<file path="src/rtl/excp_ctrl.sv">
// excp_ctrl: commit-point exception / interrupt / ERTN sequencer.
// Picks one winner among the stage exception reports, a pending interrupt and
// an ERTN. It waits for any in-flight CSR write to drain, pulses the CSR bus
// for one cycle and flushes the affected stages. It then holds a front-end
// redirect until the front end accepts it.
// Optional build macro: EXCP_CNT_EN adds per-kind commit counters.
module excp_ctrl #(
   parameter int PC_W      = 32,
   parameter int DRAIN_MAX = 7
) (
   input  logic              clk,
   input  logic              rst,
   input  logic [3:0]        req_valid,
   input  logic [23:0]       req_ecode,
   input  logic [35:0]       req_subecode,
   input  logic [4*PC_W-1:0] req_pc,
   input  logic [3:0]        req_badv_v,
   input  logic [4*PC_W-1:0] req_badv,
   input  logic              mem_valid,
   input  logic [PC_W-1:0]   mem_pc,
   input  logic              ertn_req,
   input  logic              have_intrpt,
   input  logic              csr_wr_busy,
   input  logic [PC_W-1:0]   csr_eentry,
   input  logic [PC_W-1:0]   csr_era,
   output logic              in_excp,
   output logic              is_etrn,
   output logic [5:0]        excp_ecode,
   output logic [8:0]        excp_subecode,
   output logic [PC_W-1:0]   excp_era,
   output logic              use_badv,
   output logic [PC_W-1:0]   bad_vaddr,
   output logic [3:0]        flush,
   output logic              stall,
   output logic              redirect_valid,
   output logic [PC_W-1:0]   redirect_pc,
   input  logic              redirect_ready,
   output logic              drain_timeout
`ifdef EXCP_CNT_EN
   ,
   output logic [31:0]       excp_cnt,
   output logic [31:0]       intr_cnt,
   output logic [31:0]       ertn_cnt
`endif
);

   typedef enum logic [1:0] {
      S_IDLE   = 2'd0,
      S_DRAIN  = 2'd1,
      S_COMMIT = 2'd2,
      S_REDIR  = 2'd3
   } state_e;

   state_e            state_q, state_d;
   logic [7:0]        cnt_q, cnt_d;
   logic              timeout_q, timeout_d;
   logic [5:0]        ecode_q, ecode_d;
   logic [8:0]        sub_q, sub_d;
   logic [PC_W-1:0]   era_q, era_d;
   logic              badv_v_q, badv_v_d;
   logic [PC_W-1:0]   badv_q, badv_d;
   logic              ertn_q, ertn_d;
   logic              intr_q, intr_d;
   logic [1:0]        w_q, w_d;
   logic [PC_W-1:0]   rpc_q, rpc_d;

   // Winner candidate, evaluated every cycle; only captured in IDLE.
   logic              intr_ev_s;
   logic              event_s;
   logic [1:0]        sel_s;
   logic              sel_stage_s;
   logic [5:0]        win_ecode_s;
   logic [8:0]        win_sub_s;
   logic [PC_W-1:0]   win_pc_s;
   logic              win_badv_v_s;
   logic [PC_W-1:0]   win_badv_s;
   logic              win_ertn_s;
   logic              win_intr_s;
   logic [1:0]        win_w_s;

   assign intr_ev_s = have_intrpt & mem_valid;
   assign event_s   = intr_ev_s | (|req_valid) | ertn_req;

   // Fixed-priority arbitration: interrupt > MEM > ERTN > EXE > ID > IF.
   always_comb begin
      sel_s       = 2'd0;
      sel_stage_s = 1'b0;
      win_ertn_s  = 1'b0;
      win_intr_s  = 1'b0;
      win_w_s     = 2'd0;
      if (intr_ev_s) begin
         win_intr_s = 1'b1;
         win_w_s    = 2'd3;
      end else if (req_valid[3]) begin
         sel_s       = 2'd3;
         sel_stage_s = 1'b1;
         win_w_s     = 2'd3;
      end else if (ertn_req) begin
         win_ertn_s = 1'b1;
         win_w_s    = 2'd3;
      end else if (req_valid[2]) begin
         sel_s       = 2'd2;
         sel_stage_s = 1'b1;
         win_w_s     = 2'd2;
      end else if (req_valid[1]) begin
         sel_s       = 2'd1;
         sel_stage_s = 1'b1;
         win_w_s     = 2'd1;
      end else if (req_valid[0]) begin
         sel_s       = 2'd0;
         sel_stage_s = 1'b1;
         win_w_s     = 2'd0;
      end else begin
         sel_stage_s = 1'b0;
      end
   end

   // Build the winner record; ERTN and empty fields stay zero.
   always_comb begin
      win_ecode_s  = 6'd0;
      win_sub_s    = 9'd0;
      win_pc_s     = '0;
      win_badv_v_s = 1'b0;
      win_badv_s   = '0;
      if (win_intr_s) begin
         win_pc_s = mem_pc;
      end else if (sel_stage_s) begin
         win_ecode_s  = req_ecode[int'(sel_s)*6 +: 6];
         win_sub_s    = req_subecode[int'(sel_s)*9 +: 9];
         win_pc_s     = req_pc[int'(sel_s)*PC_W +: PC_W];
         win_badv_v_s = req_badv_v[sel_s];
         win_badv_s   = req_badv[int'(sel_s)*PC_W +: PC_W];
      end else begin
         win_pc_s = '0;
      end
   end

   // Sequencer next-state: capture in IDLE, drain CSR writes, commit, redirect.
   always_comb begin
      state_d   = state_q;
      cnt_d     = cnt_q;
      timeout_d = timeout_q;
      ecode_d   = ecode_q;
      sub_d     = sub_q;
      era_d     = era_q;
      badv_v_d  = badv_v_q;
      badv_d    = badv_q;
      ertn_d    = ertn_q;
      intr_d    = intr_q;
      w_d       = w_q;
      rpc_d     = rpc_q;
      case (state_q)
         S_IDLE: begin
            if (event_s) begin
               ecode_d  = win_ecode_s;
               sub_d    = win_sub_s;
               era_d    = win_pc_s;
               badv_v_d = win_badv_v_s;
               badv_d   = win_badv_s;
               ertn_d   = win_ertn_s;
               intr_d   = win_intr_s;
               w_d      = win_w_s;
               cnt_d    = 8'd0;
               state_d  = S_DRAIN;
            end else begin
               state_d = S_IDLE;
            end
         end
         S_DRAIN: begin
            if (!csr_wr_busy) begin
               state_d = S_COMMIT;
            end else if (cnt_q == 8'(DRAIN_MAX)) begin
               timeout_d = 1'b1;
               state_d   = S_COMMIT;
            end else begin
               cnt_d = cnt_q + 8'd1;
            end
         end
         S_COMMIT: begin
            rpc_d   = ertn_q ? csr_era : csr_eentry;
            state_d = S_REDIR;
         end
         S_REDIR: begin
            if (redirect_ready) begin
               state_d = S_IDLE;
            end else begin
               state_d = S_REDIR;
            end
         end
         default: begin
            state_d = S_IDLE;
         end
      endcase
   end

   // State and record registers; reset clears everything including the sticky timeout.
   always_ff @(posedge clk or posedge rst) begin
      if (rst) begin
         state_q   <= S_IDLE;
         cnt_q     <= 8'd0;
         timeout_q <= 1'b0;
         ecode_q   <= 6'd0;
         sub_q     <= 9'd0;
         era_q     <= '0;
         badv_v_q  <= 1'b0;
         badv_q    <= '0;
         ertn_q    <= 1'b0;
         intr_q    <= 1'b0;
         w_q       <= 2'd0;
         rpc_q     <= '0;
      end else begin
         state_q   <= state_d;
         cnt_q     <= cnt_d;
         timeout_q <= timeout_d;
         ecode_q   <= ecode_d;
         sub_q     <= sub_d;
         era_q     <= era_d;
         badv_v_q  <= badv_v_d;
         badv_q    <= badv_d;
         ertn_q    <= ertn_d;
         intr_q    <= intr_d;
         w_q       <= w_d;
         rpc_q     <= rpc_d;
      end
   end

   // Flush every stage at or younger-than the winner, only during COMMIT.
   always_comb begin
      flush = 4'b0000;
      if (state_q == S_COMMIT) begin
         case (w_q)
            2'd0:    flush = 4'b0001;
            2'd1:    flush = 4'b0011;
            2'd2:    flush = 4'b0111;
            2'd3:    flush = 4'b1111;
            default: flush = 4'b1111;
         endcase
      end else begin
         flush = 4'b0000;
      end
   end

   assign in_excp        = (state_q == S_COMMIT) & ~ertn_q;
   assign is_etrn        = (state_q == S_COMMIT) &  ertn_q;
   assign use_badv       = (state_q == S_COMMIT) &  badv_v_q;
   assign excp_ecode     = ecode_q;
   assign excp_subecode  = sub_q;
   assign excp_era       = era_q;
   assign bad_vaddr      = badv_q;
   assign stall          = (state_q != S_IDLE) | event_s;
   assign redirect_valid = (state_q == S_REDIR);
   assign redirect_pc    = rpc_q;
   assign drain_timeout  = timeout_q;

`ifdef EXCP_CNT_EN
   logic [31:0] excp_cnt_q, intr_cnt_q, ertn_cnt_q;

   // Per-kind commit counters, wrapping naturally at 2^32.
   always_ff @(posedge clk or posedge rst) begin
      if (rst) begin
         excp_cnt_q <= 32'd0;
         intr_cnt_q <= 32'd0;
         ertn_cnt_q <= 32'd0;
      end else if (state_q == S_COMMIT) begin
         if (ertn_q) begin
            ertn_cnt_q <= ertn_cnt_q + 32'd1;
         end else if (intr_q) begin
            intr_cnt_q <= intr_cnt_q + 32'd1;
         end else begin
            excp_cnt_q <= excp_cnt_q + 32'd1;
         end
      end
   end

   assign excp_cnt = excp_cnt_q;
   assign intr_cnt = intr_cnt_q;
   assign ertn_cnt = ertn_cnt_q;
`endif

endmodule

</file>
<file path="config.mk">
export PLATFORM = sky130hd
export DESIGN_NAME = excp_ctrl
export DESIGN_NICKNAME = d
export VERILOG_FILES = /design/src/rtl/excp_ctrl.sv
export SDC_FILE = /design/constraint.sdc
export NUM_CORES = 1
export LEC_CHECK = 0
export ABC_AREA = 0
export CAP_MARGIN = 0
export CORE_AREA = 2 2 215 217
export CTS_BUF_LIST = sky130_fd_sc_hd__clkbuf_8
export DETAILED_ROUTE_END_ITERATION = 16
export DIE_AREA = 0 0 217 219
export GPL_ROUTABILITY_DRIVEN = 0
export HOLD_SLACK_MARGIN = 0.02
export REMOVE_ABC_BUFFERS = 1
export SYNTH_ARGS = -nofsm -noshare
export SYNTH_HDL_FRONTEND = slang
export SYNTH_SLANG_ARGS = --single-unit
export TNS_END_PERCENT = 5
</file>
<file path="constraint.sdc">
create_clock -name clk -period 5.3 [get_ports clk]
set_input_delay 1.06 -clock clk [delete_from_list [all_inputs] [get_ports clk]]
set_output_delay 1.06 -clock clk [all_outputs]
set_load 0.02 [all_outputs]
</file>
==> impl_metrics.tcl, run 1 <==
set metrics [dict create \
    status "complete, no violations" \
    grt_pass1_vias 10110 \
    synthFlopType "dfrtp_1" \
    synth_area_leader_cell "dfrtp_1" \
    clock.fmax_mhz 257.8 \
    hold_viol 0 \
    dieArea_sq_mm 0.04752 \
    clock_latency_ps 480 \
    seqCellArea_sq_mm 0.003154 \
    syn_area_per_cell_sq_um 8.510 \
    ios 548 \
    async_flop_share 1.000 \
    drtIter0Drc 600 \
    timing.slew.headroom 0.1768 \
    yosysWarnings 0 \
    yosys-top-cells-area "dfrtp_1, a221oi_1, o31ai_1" \
    clk_path_buf_depth 2 \
    drt_pass1_iterations 7 \
    preCtsSetupSlack_ps 1518 \
    end_kind "output pin" \
    met3_usage 0.04740 \
    drive_gt1_frac 0.04434 \
    finalMaxSlewViolations 0 \
    rsz0062_at_grt "false" \
    cts_tree "done" \
    period_minus_slack_ps 3878 \
    cts-root-buf "clkbuf_8" \
    vias 9980 \
    holdBufCountCts 0 \
    cts_max_level 4 \
    wire_per_inst_um 20.90 \
    dp.cells 2034 \
    worst_setup_path_start_kind "register" \
    grt_max_degree 81 \
    vdd_drop_max_uv 256.5 \
    fin_cells 2068 \
    yosysTopAreaCellShare 0.3784 \
    drc 0 \
    cp_max_fo 69 \
    finalSetupTns_ps 0 \
    cts_setup_buffers 0 \
    multi_input_area_sq_mm 0.004597 \
    crit_arrival_ps 2820 \
    clk_pin_slew_worst_paths_ps 80 \
    numCtsBuffers 17 \
    min_path_type "reg2reg" \
    met2_usage 0.2993 \
    hpwlAfterDp_um 31150 \
    nets 1881 \
    track_usage 0.1769 \
    core_sq_mm 0.04509 \
    leakage_uw 0.005672 \
    busiest_layer "met2" \
    setup_viol 0 \
    ys_seq_area_frac 0.3784 \
    area_delta_synth_final_pct 77.56 \
    syn_area_sq_mm 0.008332 \
    cts_resized 0 \
    finClkSkew_ps 11.55 \
    synth_edf_count 0 \
    ant_nets 0 \
    cap_violations 0 \
    grt-ovfl-total 0 \
    initial_utilization 0.1848 \
    cp.required_ps 4240 \
    yosysMostFrequentCell "dfrtp_1" \
    vias_per_cell 4.826 \
    die_w_um 217 \
    tightest_slew_ps 1235 \
    ys_types 43 \
    use_met1 0.2120 \
    critPathKind "reg2out" \
    wl_um 43230 \
    final_core_util 0.3281 \
    rows 78 \
    fin_ws_ps 1422 \
    fill_cells 4727 \
    grt_antenna_before_repair 0 \
    cts.sinks 126 \
    port_buffers 547 \
    grt_pass1_wl_um 63280 \
    synthCells 979 \
    ys_top_cells_by_count "dfrtp_1, a21oi_1, clkbuf_1" \
    die_h_um 219 \
    synth-seq-cells 126 \
    powerDensity_mw_per_mm2 380.4 \
    period_share 0.7318 \
]
-- cells by family (layout without fill, tap and decap cells) --
family / Yosys count / after routing / synth area share
adder cells (fa/ha/maj): 1 / 1 / 0.001501
AO/OA/AOI/OAI: 383 / 383 / 0.3224
AND/OR/NAND/NOR: 274 / 274 / 0.1810
other: 0 / 2 / 0
flip-flops: 126 / 126 / 0.3784
multiplexers: 33 / 33 / 0.03965
buffers and inverters: 162 / 649 / 0.07704
-- per-layer routing --
metal  part of all wire  vias up
met3              0.082       73
met4              0.035        0
met1               0.40     4771
met5                  0        -
met2               0.48      522
li1                   -     4614
-- critical path, stage by stage (launching register included) --
cell and delay (ps):
dfrtp_1 500, inv_1 220, nand2_1 150, clkinv_1 70, buf_4 510, and2_1 210
clkdlybuf4s50_1 640
-- power breakdown --
group / total [uW] / leakage [uW] / internal, uW / switching (uW)
combinational: 2950 / 0.00386 / 1340 / 1610
sequential: 1580 / 0.00157 / 1340 / 240
clock: 1100 / 0.000239 / 617 / 478
total: 5630 / 0.00567 / 3300 / 2330
-- metrics by stage --
step           hold slack (ps)  area, sq um  power (uW)
2_1_floorplan            440.2         7889        2971
3_3_place_gp             455.4        14300        4527
3_5_place_dp             465.1        14300        4567
4_1_cts                  486.3        14790        5704
5_1_grt                  509.0        14790        5986
6_report                 478.0        14790        5627
-- cells in the final DEF (no fill, tap or decap), types with 2 or more instances in the layout --
cell | netlist | routed
diode_2 | 0 | 2
or4_1 | 5 | 5
dfrtp_1 | 126 | 125
nand2b_1 | 2 | 2
clkinv_4 | 0 | 3
inv_6 | 0 | 4
inv_1 | 52 | 51
o31ai_1 | 84 | 84
clkbuf_8 | 0 | 17
mux2i_1 | 33 | 33
nand4_1 | 3 | 3
nor3_1 | 2 | 2
or3_1 | 3 | 3
and3_1 | 33 | 33
a211oi_1 | 79 | 79
nand3_1 | 5 | 4
clkinvlp_4 | 0 | 2
nand2_1 | 61 | 60
a221oi_1 | 80 | 80
o21ai_0 | 3 | 2
nor3b_1 | 33 | 33
buf_2 | 14 | 2
a21oi_1 | 121 | 121
o21ai_4 | 0 | 3
and2_1 | 84 | 84
buf_4 | 0 | 18
o21ai_1 | 4 | 3
bufinv_16 | 0 | 6
nor2_1 | 37 | 37
clkdlybuf4s50_1 | 0 | 544
-- sequential cells by signal, summed over array words and instances, names as in the netlist --
| register | cells |
|---|---|
| drain_timeout | 1 |
| ertn_q | 1 |
| excp_subecode | 9 |
| bad_vaddr | 32 |
| state_q | 2 |
| excp_era | 32 |
| cnt_q | 8 |
| excp_ecode | 6 |
| badv_v_q | 1 |
| redirect_pc | 32 |
| w_q | 2 |
-- final cells by class --
type	count	area share
clock inverters	15	0.01751
inverters	53	0.01379
clock buffers	17	0.01582
repair buffers	564	0.3779
multi-input cells	691	0.3107
flip-flops and latches	126	0.2132
well taps	600	0.05074
diodes	2	0.0003383
-- path summary, 6_finish.rpt --
kind | endpoint | slack, ps | cells past startpoint | startpoint
hold reg to reg | bad_vaddr[21] | 480 | 2 | bad_vaddr[21]
hold / removal | bad_vaddr[21] | 480 | 2 | bad_vaddr[21]
setup / recovery | is_etrn | 1420 | 6 | state_q[0]
setup reg to reg | excp_subecode[2] | 3260 | 5 | state_q[0]
max in group asynchronous | excp_subecode[7] | 3210 | 3 | rst
min in group asynchronous | redirect_pc[9] | 1080 | 2 | rst
No activity file was read; power rests on OpenSTA's default activity.
==> run 2, diff against run 1 <==
clock period = 3.8 ns   (was 5.3 ns; I/O delays follow)
==> impl_metrics.tcl, run 2 (same netlist as run 1, synthesis figures left out) <==
set metrics [dict create \
    grt-ovfl-total 0 \
    initial_utilization 0.1848 \
    layout_common_cells "clkdlybuf4s50_1, dfrtp_1, a21oi_1" \
    cap_violations 0 \
    final_core_util 0.3284 \
    critPathKind "reg2out" \
    rsz0062_at_grt "false" \
    numCtsBuffers 17 \
    vias_per_cell 4.846 \
    layout_commonest_cell "clkdlybuf4s50_1" \
    grt_pass1_vias 10270 \
    min_from "bad_vaddr[13]" \
    area_delta_synth_final_pct 77.74 \
    timing.slew.headroom 0.3560 \
    min_to "bad_vaddr[13]" \
    period_minus_slack_ps 3234 \
    preCtsSetupSlack_ps 545.3 \
    grt_antenna_before_repair 0 \
    cts_max_level 4 \
    setup_viol 0 \
    finalMaxSlewViolations 0 \
    cp_cell_sequence "inv_1, nand2_1, clkinv_1, buf_4, and2_1, clkdlybuf4s50_1" \
    grt_pass1_wl_um 63890 \
    drc 0 \
    tightest_slew_ps 962.4 \
    fin_area_sq_mm 0.01481 \
    drive_gt1_frac 0.04749 \
    clk_path_buf_depth 2 \
    wl_um 43780 \
    status "complete, no violations" \
    reg2reg_depth 6 \
    track_usage 0.1796 \
    finalSetupTns_ps 0 \
    period_share 0.8510 \
    clock.fmax_mhz 309.2 \
    grt_max_degree 117 \
    whs_path_depth 2 \
    dieArea_sq_mm 0.04752 \
    die_w_um 217 \
    crit_arrival_ps 2470 \
    clk_pin_slew_worst_paths_ps 80 \
    finClkSkew_ps 15.85 \
    cts_resized 0 \
    wire_per_inst_um 21.10 \
    hpwlAfterDp_um 32100 \
    reg2reg_from "state_q[0]" \
    fin_ws_ps 566.3 \
    hold_viol 0 \
    cts-root-buf "clkbuf_8" \
    drtIter0Drc 652 \
    whs_ps 480.4 \
    r2r-end "bad_vaddr[0]" \
    critical_path.slowest_cell "clkdlybuf4s50_1" \
    cp.required_ps 3040 \
    rrSetupSlack_ps 1750 \
    end_kind "output pin" \
    cts_tree "done" \
    die_h_um 219 \
    drt_pass1_iterations 5 \
    min_path_type "reg2reg" \
    ant_nets 0 \
    cp_max_fo 9 \
    clock_latency_ps 500 \
    cts_setup_buffers 0 \
    vdd_drop_max_uv 288.6 \
    cts.sinks 126 \
    port_buffers 547 \
    slowest_delay_ps 530 \
    placed_cell_area_sq_mm 0.01445 \
    core_sq_mm 0.04509 \
    rows 78 \
    powerDensity_mw_per_mm2 510.2 \
    holdBufCountCts 0 \
    ios 548 \
    leakage_uw 0.005703 \
    worst_setup_path_start_kind "register" \
    nets 1891 \
    vias 10060 \
]
## run 2: changes by cell type in the layout (fill, tap and decap cells not counted), moves of 4 or more
cell       change
buf_12         +6
bufinv_16      -5
buf_4          +4
clkbuf_8       +4
## run 2: how the worst max path moves through the flow
stage	startpoint	endpoint	slack (ps)	depth (start not counted)
2_1_floorplan	mem_valid	bad_vaddr[0]	-580	4
3_3_place_gp	req_valid[1]	excp_ecode[5]	560	6
3_5_place_dp	req_valid[1]	excp_ecode[0]	550	6
4_1_cts	state_q[0]	flush[2]	480	6
5_1_grt	state_q[0]	flush[2]	420	6
6_report	state_q[0]	flush[2]	570	6
## run 2: power by group
| part | switching (uW) | leakage (uW) | internal [uW] |
|---|---|---|---|
| clock | 616 | 0.000193 | 568 |
| sequential | 314 | 0.00157 | 1870 |
| combinational | 2290 | 0.00394 | 1900 |
## run 2: final cells by class
cell class / count / area, sq um
Inverter: 53 / 203.9
Clock inverter: 9 / 71.32
Sequential cell: 126 / 3154
Antenna cell: 1 / 2.502
Timing Repair Buffer: 574 / 5741
Multi-Input combinational cell: 691 / 4597
Fill cell: 4731 / 30280
Clock buffer: 21 / 289.0
Tap cell: 600 / 750.7
## run 2: routing by layer
metal / part of all wire / global-route usage / vias up
met5: 0 / 0 / -
li1: - / - / 4632
met1: 0.40 / 0.2117 / 4777
met4: 0.043 / 0.09201 / 0
met3: 0.083 / 0.04837 / 91
met2: 0.48 / 0.2995 / 555
## run 2: critical path: cells and delay by family (launching register included)
kind	cells	cell delay [ps]
buffers and inverters	4	1320
and+or+nand+nor	2	300
DFF	1	350
## run 2: per-stage QoR
stage,power [uW],cells
5_1_grt,8009,2074
2_1_floorplan,4144,870
3_3_place_gp,6373,2044
3_5_place_dp,6424,2044
6_report,7556,2075
4_1_cts,7635,2074
